**src/rtl/regfile_pkg.sv**
```systemverilog
`default_nettype none
// ============================================================
// Package  : regfile_pkg
// Brief    : Shared sizes and helpers for the register file path
// Revision : 1.0 - initial release
// ============================================================
package regfile_pkg;

  localparam int AW   = 5;
  localparam int DW   = 32;
  localparam int NREG = 32;

  localparam logic [AW-1:0] C_REG_ZERO = '0;

  function automatic logic [NREG-1:0] reg_onehot(input logic [AW-1:0] r);
    return NREG'(1) << r;
  endfunction

endpackage
`default_nettype wire

```
**src/rtl/rr_arbiter.sv**
```systemverilog
`default_nettype none
// ============================================================
// Module   : rr_arbiter
// Brief    : NREQ-wide round-robin grant with pointer update
// Revision : 1.0 - initial release
// ============================================================
module rr_arbiter #(
  parameter int NREQ = 3
) (
  input  logic            clk_i,
  input  logic            rst_i,
  input  logic [NREQ-1:0] valid_i,
  output logic [NREQ-1:0] grant_o,
  output logic            xfer_o
);

  localparam int PW = (NREQ > 1) ? $clog2(NREQ) : 1;

  logic [PW-1:0]   ptr_q;
  logic [PW-1:0]   ptr_d;
  logic [PW-1:0]   win;
  logic [NREQ-1:0] grant;
  logic            found;

  // Two passes: indices at/above the pointer first, then the wrapped-around ones.
  always_comb begin
    grant = '0;
    found = 1'b0;
    win   = '0;
    for (int j = 0; j < NREQ; j++) begin
      if (!found && (j >= int'(ptr_q)) && valid_i[j]) begin
        grant[j] = 1'b1;
        found    = 1'b1;
        win      = PW'(j);
      end
    end
    for (int j = 0; j < NREQ; j++) begin
      if (!found && (j < int'(ptr_q)) && valid_i[j]) begin
        grant[j] = 1'b1;
        found    = 1'b1;
        win      = PW'(j);
      end
    end
    ptr_d = ptr_q;
    if (found) begin
      ptr_d = (win == PW'(NREQ - 1)) ? '0 : win + PW'(1);
    end
  end

  always_ff @(posedge clk_i or posedge rst_i) begin
    if (rst_i) begin
      ptr_q <= '0;
    end else begin
      ptr_q <= ptr_d;
    end
  end

  assign grant_o = grant;
  assign xfer_o  = found;

endmodule
`default_nettype wire

```
**src/rtl/regfile_wb_ctrl.sv**
```systemverilog
`default_nettype none
// ============================================================
// Module   : regfile_wb_ctrl
// Brief    : Writeback arbiter, write-port registers and busy scoreboard
// Revision : 1.0 - initial release
// ============================================================
module regfile_wb_ctrl #(
  parameter int NREQ = 3,
  parameter int AW   = regfile_pkg::AW,
  parameter int DW   = regfile_pkg::DW
) (
  input  logic                 CLK,
  input  logic                 RST,
  input  logic [NREQ-1:0]      req_valid,
  input  logic [NREQ*AW-1:0]   req_wr,
  input  logic [NREQ*DW-1:0]   req_wd,
  output logic [NREQ-1:0]      req_ready,
  output logic [AW-1:0]        WR,
  output logic [DW-1:0]        WD,
  output logic                 WE,
  input  logic                 rsv_valid,
  input  logic [AW-1:0]        rsv_reg,
  output logic                 rsv_ready,
  input  logic [AW-1:0]        chk_r1,
  input  logic [AW-1:0]        chk_r2,
  output logic                 chk_busy1,
  output logic                 chk_busy2,
  output logic [31:0]          busy_vec,
  output logic                 err
);

  import regfile_pkg::*;

  logic [NREQ-1:0] grant;
  logic            xfer;

  logic [AW-1:0]   sel_wr;
  logic [DW-1:0]   sel_wd;

  logic            we_q,   we_d;
  logic [AW-1:0]   wr_q,   wr_d;
  logic [DW-1:0]   wd_q,   wd_d;
  logic [NREG-1:0] busy_q, busy_d;
  logic            err_q,  err_d;

  logic [NREG-1:0] rsv_set;
  logic [NREG-1:0] wb_clr;

  rr_arbiter #(
    .NREQ (NREQ)
  ) u_arb (
    .clk_i   (CLK),
    .rst_i   (RST),
    .valid_i (req_valid),
    .grant_o (grant),
    .xfer_o  (xfer)
  );

  always_comb begin
    sel_wr = '0;
    sel_wd = '0;
    for (int j = 0; j < NREQ; j++) begin
      if (grant[j]) begin
        sel_wr = req_wr[j*AW +: AW];
        sel_wd = req_wd[j*DW +: DW];
      end
    end
  end

  assign rsv_ready = (rsv_reg == C_REG_ZERO) | ~busy_q[rsv_reg];

  // The clear is applied after the set so a same-cycle collision resolves to free.
  always_comb begin
    we_d    = xfer && (sel_wr != C_REG_ZERO);
    wr_d    = xfer ? sel_wr : wr_q;
    wd_d    = xfer ? sel_wd : wd_q;
    rsv_set = (rsv_valid && rsv_ready && (rsv_reg != C_REG_ZERO)) ? reg_onehot(rsv_reg) : '0;
    wb_clr  = we_q ? reg_onehot(wr_q) : '0;
    busy_d  = (busy_q | rsv_set) & ~wb_clr;
    busy_d[0] = 1'b0;
    err_d   = err_q | (we_q && (wr_q != C_REG_ZERO) && !busy_q[wr_q]);
  end

  always_ff @(posedge CLK or posedge RST) begin
    if (RST) begin
      we_q   <= 1'b0;
      wr_q   <= '0;
      wd_q   <= '0;
      busy_q <= '0;
      err_q  <= 1'b0;
    end else begin
      we_q   <= we_d;
      wr_q   <= wr_d;
      wd_q   <= wd_d;
      busy_q <= busy_d;
      err_q  <= err_d;
    end
  end

  assign req_ready = grant;
  assign WE        = we_q;
  assign WR        = wr_q;
  assign WD        = wd_q;
  assign busy_vec  = busy_q;
  assign err       = err_q;
  assign chk_busy1 = busy_q[chk_r1];
  assign chk_busy2 = busy_q[chk_r2];

endmodule
`default_nettype wire

```
**config.mk**
```make
export PLATFORM = sky130hd
export DESIGN_NAME = regfile_wb_ctrl
export DESIGN_NICKNAME = d
export VERILOG_FILES = /design/src/rtl/regfile_pkg.sv /design/src/rtl/rr_arbiter.sv /design/src/rtl/regfile_wb_ctrl.sv
export SDC_FILE = /design/constraint.sdc
export NUM_CORES = 1
export LEC_CHECK = 0
export ABC_AREA = 1
export CAP_MARGIN = 20
export CORE_ASPECT_RATIO = 0.8
export CORE_MARGIN = 2
export CORE_UTILIZATION = 40
export DETAILED_ROUTE_END_ITERATION = 10
export PLACE_DENSITY = 0.78
export SLEW_MARGIN = 20
export SYNTH_ARGS = -nofsm -noshare
export SYNTH_HDL_FRONTEND = slang
export SYNTH_HIERARCHICAL = 1
export SYNTH_SLANG_ARGS = --single-unit
```
**constraint.sdc**
```tcl
create_clock -name CLK -period 2.15 [get_ports CLK]
set_input_delay 0.43 -clock CLK [delete_from_list [all_inputs] [get_ports CLK]]
set_output_delay 0.43 -clock CLK [all_outputs]
set_load 0.02 [all_outputs]
```
==> results of run 1 <==
[worst max-delay path, delay by kind of cell]
family	cells	cell delay, ns
buffers and inverters	4	0.92
and+or+nand+nor	4	0.31
[cell families after synthesis]
group,Yosys count,synth area share (%)
buf+inv,114,9.02
compound gates,242,24.9
simple gates,379,30.6
other cells,1,0.0736
flops,72,35.4
[power by group]
group	internal [uW]	switching, uW
logic	2540	2980
registers	1860	507
clock network	935	621
total	5330	4100
[area by class of cell]
type	instances	area (um2)
clock buffers	10	239
clock inverters	6	67.6
fillers	1055	3720
inverters	67	264
multi-input cells	622	2890
flip-flops and latches	72	1810
well taps	171	214
repair buffers	328	3100
repair inverters	1	7.51
[stage by stage]
step / setup slack, ns / area, um2 / hold slack, ns / util, %
floorplan: 0.0980 / 5100 / 0.171 / -
global placement: -0.776 / 8070 / 0.463 / 65.6
detailed placement: -0.729 / 8070 / 0.464 / 65.6
CTS: -0.0405 / 8400 / 0.335 / 68.3
global route: -0.110 / 8580 / 0.358 / 69.8
finish: 0.0449 / 8580 / 0.338 / 69.8
[sequential cells by signal (all words and copies together) (netlist names)]
name         flops
WE               1
err              1
WD              32
WR               5
busy_vec        31
u_arb/ptr_q      2
[worst max-delay path by stage]
stage                         from           end  slack [ns]  cells after the start
finish                  rsv_reg[3]     rsv_ready        0.04                      8
global route          req_valid[0]            WE       -0.11                     12
CTS                   req_valid[0]  req_ready[1]       -0.04                      7
detailed placement       chk_r1[0]     chk_busy1       -0.73                      9
global placement         chk_r1[0]     chk_busy1       -0.78                      9
floorplan           u_arb/ptr_q[1]         WD[8]         0.1                     12
[cell usage in the layout (no fill, tap or decap), drive strengths merged, types with 2 or more instances in the layout]
cell	instances
inv	66
o2111ai	2
clkbuf	17
clkinv	3
nand3	61
dfrtp	72
o211ai	6
o22ai	5
a21oi	132
nor2	77
a31oi	3
a22oi	2
o31ai	2
o21ai	87
clkdlybuf4s50	194
clkdlybuf4s15	2
buf	123
nand4	4
nand2	233
clkinvlp	4
[what timing repair did]
action	in CTS	in global routing
gates resized for setup	54	54
cloned	2	3
pin swaps	7	9
endpoints found under the setup margin	10	39
setup buffers	1	8
[per-layer routing]
layer | GRT usage [%] | vias up | wire length [um]
met5 | 0 | - | 0
met4 | 10.7 | 0 | 735
met3 | 11.5 | 67 | 2960
met2 | 49.7 | 465 | 9760
met1 | 43.0 | 3094 | 8690
li1 | - | 3264 | -
==> reports/summary.txt, run 1 <==
Routed Antenna Nets -> 0
# DRC -> 0
final WL -> 22100 um
Buffers on Ports -> 207
total core area -> 12300 um2
Syn Inst Count -> 808
Via Count -> 6890
most frequent CP cell -> nand2_1
status -> completed
Synth area leader -> dfrtp_1
Crit Path Max Fanout -> 10
worst-path cell chain -> clkdlybuf4s50_1 -> buf_4 -> nand3_1 -> nand2_1 -> nand2_1 -> nand2_1 -> inv_1 -> buf_4
Starting DRT DRC Count -> 775
fin. max-slew vios -> 0
pin count of the biggest net entering global routing -> 50
GRT Resource Usage Total -> 32.6%
most frequent cell after synthesis -> nand2_1
Worst setup SP type -> input pin
number of CTS-inserted buffers -> 9
CP endpoint kind -> output pin
Max Clk Rate -> 475 MHz
Synth area leaders -> dfrtp_1, nand2_1, a21oi_1, o21ai_0, nand3_1
reg2reg setup slack -> 0.16 ns
root buffer cell -> clkbuf_16
cts hold-fix bufs -> 0
Die X -> 130 um
time the worst path needs with I/O delays and setup -> 2.11 ns
Final GP Congestion -> 0.968
Post-DP HPWL -> 16500 um
initial antenna violation count -> 0
MaxCap Viol Count -> 0
Main synth FF type -> dfrtp_1
vias in the first global route -> 6520
kind of critical path -> in -> out
Reg clk slew, reported paths -> 0.06 ns
Finished Layout Cells -> 1277
Synth Warn # -> 6
Seq cells post-synth -> 72
drt via density -> 5.40
Synth top area share -> 35.4%
Final Hold Vio Count -> 0
CTS Buffer Depth -> 2
slowest CP cell -> clkdlybuf4s50_1
synthesized netlist net count -> 940
Placed Cells -> 1247
number of enable flip-flop cells after synthesis -> 0
n_diodes -> 0
RSZ-0062 raised after global routing -> yes
Clock Sinks -> 72
pwr dens -> 1100 nW/um2
worst hold path type -> in -> async
Post-synth top cells -> nand2_1, a21oi_1, o21ai_0
layout cell share with drive strength beyond 1 -> 16.7%
Post-Synthesis Cell Area -> 5090 um2
Worst VDD drop -> 509 uV
die area -> 13700 um2
final setup violation count -> 0
num ports -> 209
post-synthesis sequential area ratio -> 35.4%
first-pass GRT wire length -> 34300 um
clock skew -> 0.00936 ns
Initial Utilization -> 41.4%
critical path required time -> 1.72 ns
Distinct cells, synth -> 35
final net count -> 1233
WL/cell -> 17.3 um
R2R Path End -> WE
Std-Cell Rows -> 36
grt ovf -> 0
CTS tree -> yes
Power Total -> 9440 uW
clock latency on the worst-skew pair -> 0.34 ns
Slew headroom -> 56.0%
Pre-Repair DR Iteration Count -> 8
H-Tree Depth -> 3
post-route setup TNS -> 0 ns
crit share post-route -> 97.9%
Area growth, synth to finish -> 68.5%
worst-margin pin slew -> 0.659 ns
CP max stage delay -> 0.53 ns
Die H -> 105 um
Pleak -> 0.00389 uW
post-synthesis async set-or-reset flop share -> 100%
reg2reg path depth -> 12
Reg2Reg Launch Point -> u_arb/ptr_q[1]
Worst EP arrival -> 1.68 ns
Mean Syn Cell Area -> 6.30 um2
Note: power is estimated with default switching activity, not from simulation.
==> inputs of run 2 (changes only) <==
--- a/config.mk
+++ b/config.mk
@@ -8,10 +8,11 @@
 export ABC_AREA = 1
 export CAP_MARGIN = 20
 export CORE_ASPECT_RATIO = 0.8
-export CORE_MARGIN = 2
+export CORE_MARGIN = 1
 export CORE_UTILIZATION = 40
 export DETAILED_ROUTE_END_ITERATION = 10
 export PLACE_DENSITY = 0.78
+export SETUP_SLACK_MARGIN = 0.3
 export SLEW_MARGIN = 20
 export SYNTH_ARGS = -nofsm -noshare
 export SYNTH_HDL_FRONTEND = slang
==> run 2 against run 1 <==
The flow now finishes with violations (setup timing). First-iteration DRC count is 1.4% higher. Final cell count is 3.8% higher. Cell area is 17% higher. Clock skew is 0.0040 ns higher. Hold slack worse by 0.024 ns. Critical path type is now reg -> reg. Largest cell class unchanged.
==> reports/summary.txt, run 2 (synthesis results as in run 1) <==
status -> finished with violations
failing checks -> setup timing
vias in the first global route -> 7193
WL/cell -> 22.2 um
commonest non-fill, non-tap cell in the layout -> nand2_1
time the worst path needs with I/O delays and setup -> 2.20 ns
CTS Buffer Depth -> 2
initial antenna violation count -> 0
Power Total -> 10800 uW
commonest cells after routing, fill and taps aside -> nand2_1, clkdlybuf4s50_1, buf_4
grt ovf -> 0
# DRC -> 0
clock latency on the worst-skew pair -> 0.35 ns
pwr dens -> 1080 nW/um2
CTS tree -> yes
Placed Cells -> 1258
Final GP Congestion -> 0.973
Util after Layout -> 82.0%
final setup violation count -> 1
Std-Cell Rows -> 36
Clock Sinks -> 72
critical path required time -> 2.37 ns
Pleak -> 0.00459 uW
number of CTS-inserted buffers -> 9
Final Hold Vio Count -> 0
Routed Antenna Nets -> 0
# fillers -> 689
final net count -> 1281
reg2reg setup slack -> -0.05 ns
total core area -> 12300 um2
worst setup margin -> -0.0530 ns
Initial Utilization -> 41.4%
Starting DRT DRC Count -> 786
MaxCap Viol Count -> 0
root buffer cell -> clkbuf_16
Area growth, synth to finish -> 97.9%
Die H -> 103 um
drt via density -> 6.16
fin. max-slew vios -> 0
Via Count -> 8160
first-pass GRT wire length -> 37700 um
Max Clk Rate -> 454 MHz
Worst EP arrival -> 2.42 ns
Post-DP HPWL -> 16200 um
layout cell share with drive strength beyond 1 -> 36.0%
crit share post-route -> 102%
clock skew -> 0.0134 ns
final WL -> 29500 um
Finished Layout Cells -> 1325
H-Tree Depth -> 3
Die X -> 128 um
Worst setup SP type -> flop
Pre-Repair DR Iteration Count -> 6
GRT Resource Usage Total -> 37.5%
pin count of the biggest net entering global routing -> 71
num ports -> 209
worst-margin pin slew -> 0.560 ns
die area -> 13200 um2
RSZ-0062 raised after global routing -> yes
Reg clk slew, reported paths -> 0.07 ns
Buffers on Ports -> 207
Crit Path Max Fanout -> 13
Worst VDD drop -> 562 uV
Slew headroom -> 62.6%
n_diodes -> 0
worst hold path type -> in -> async
max reg flops -> 32
CP endpoint kind -> flop
kind of critical path -> reg -> reg
## run 2: power breakdown
| part | internal (uW) | total, uW | switching, uW |
|---|---|---|---|
| logic | 3030 | 6650 | 3620 |
| clock network | 1030 | 1740 | 710 |
| registers | 1860 | 2450 | 587 |
| total | 5930 | 10800 | 4910 |
## run 2: per-stage QoR
step | cell area [um2] | worst slack (ns) | hold WS [ns] | setup TNS [ns]
4_1_cts | 9320 | 0.0677 | 0.323 | 0
6_report | 10100 | -0.0530 | 0.313 | -0.0530
5_1_grt | 10100 | -0.145 | 0.338 | -0.189
2_1_floorplan | 5120 | 0.309 | 0.171 | 0
3_5_place_dp | 8180 | -0.739 | 0.465 | -22.54
3_3_place_gp | 8180 | -0.722 | 0.462 | -19.43
## run 2: area by class of cell
cell class / count / area (um2) / share of cell area, %
multi-input cells: 623 / 3690 / 36.6
repair buffers: 375 / 3760 / 37.3
clock inverters: 7 / 103 / 1.02
repair inverters: 1 / 7.51 / 0.0745
inverters: 67 / 280 / 2.78
clock buffers: 9 / 225 / 2.23
well taps: 171 / 214 / 2.12
flip-flops and latches: 72 / 1810 / 17.9
## run 2: what timing repair did
action / in CTS / in global routing
setup buffers: 25 / 15
pin swaps: 67 / 100
setup endpoints to repair: 100 / 83
resized for setup: 271 / 181
hold buffers: 0 / 0
gates cloned: 10 / 1
## run 2: layer usage
metal / GRT usage [%] / share of wire (%) / routed length [um]
met3: 8.41 / 13 / 3710
met1: 46.5 / 35 / 10300
met4: 19.8 / 7.8 / 2300
met2: 62.0 / 45 / 13200
met5: 0 / 0 / 0
## run 2: worst paths after layout
kind	from	to	depth (start not counted)
setup / recovery	u_arb/ptr_q[0]	WE	13
min in group CLK	err	err	1
hold / removal	RST	u_arb/ptr_q[0]	2
max in group asynchronous	RST	busy_vec[15]	3
hold reg to reg	err	err	1
setup reg to reg	u_arb/ptr_q[0]	WE	13
## run 2: critical path: stages (launching register included)
cell and delay, ns:
dfrtp_1 0.42, nand2_2 0.11, nand2_2 0.08, inv_2 0.10, nor2_4 0.04, buf_6 0.11
nand3_4 0.06, nand2_4 0.09, buf_12 0.17, a21oi_1 0.31, nand2_1 0.19, o21ai_4 0.11
and3_4 0.20, a31oi_2 0.09
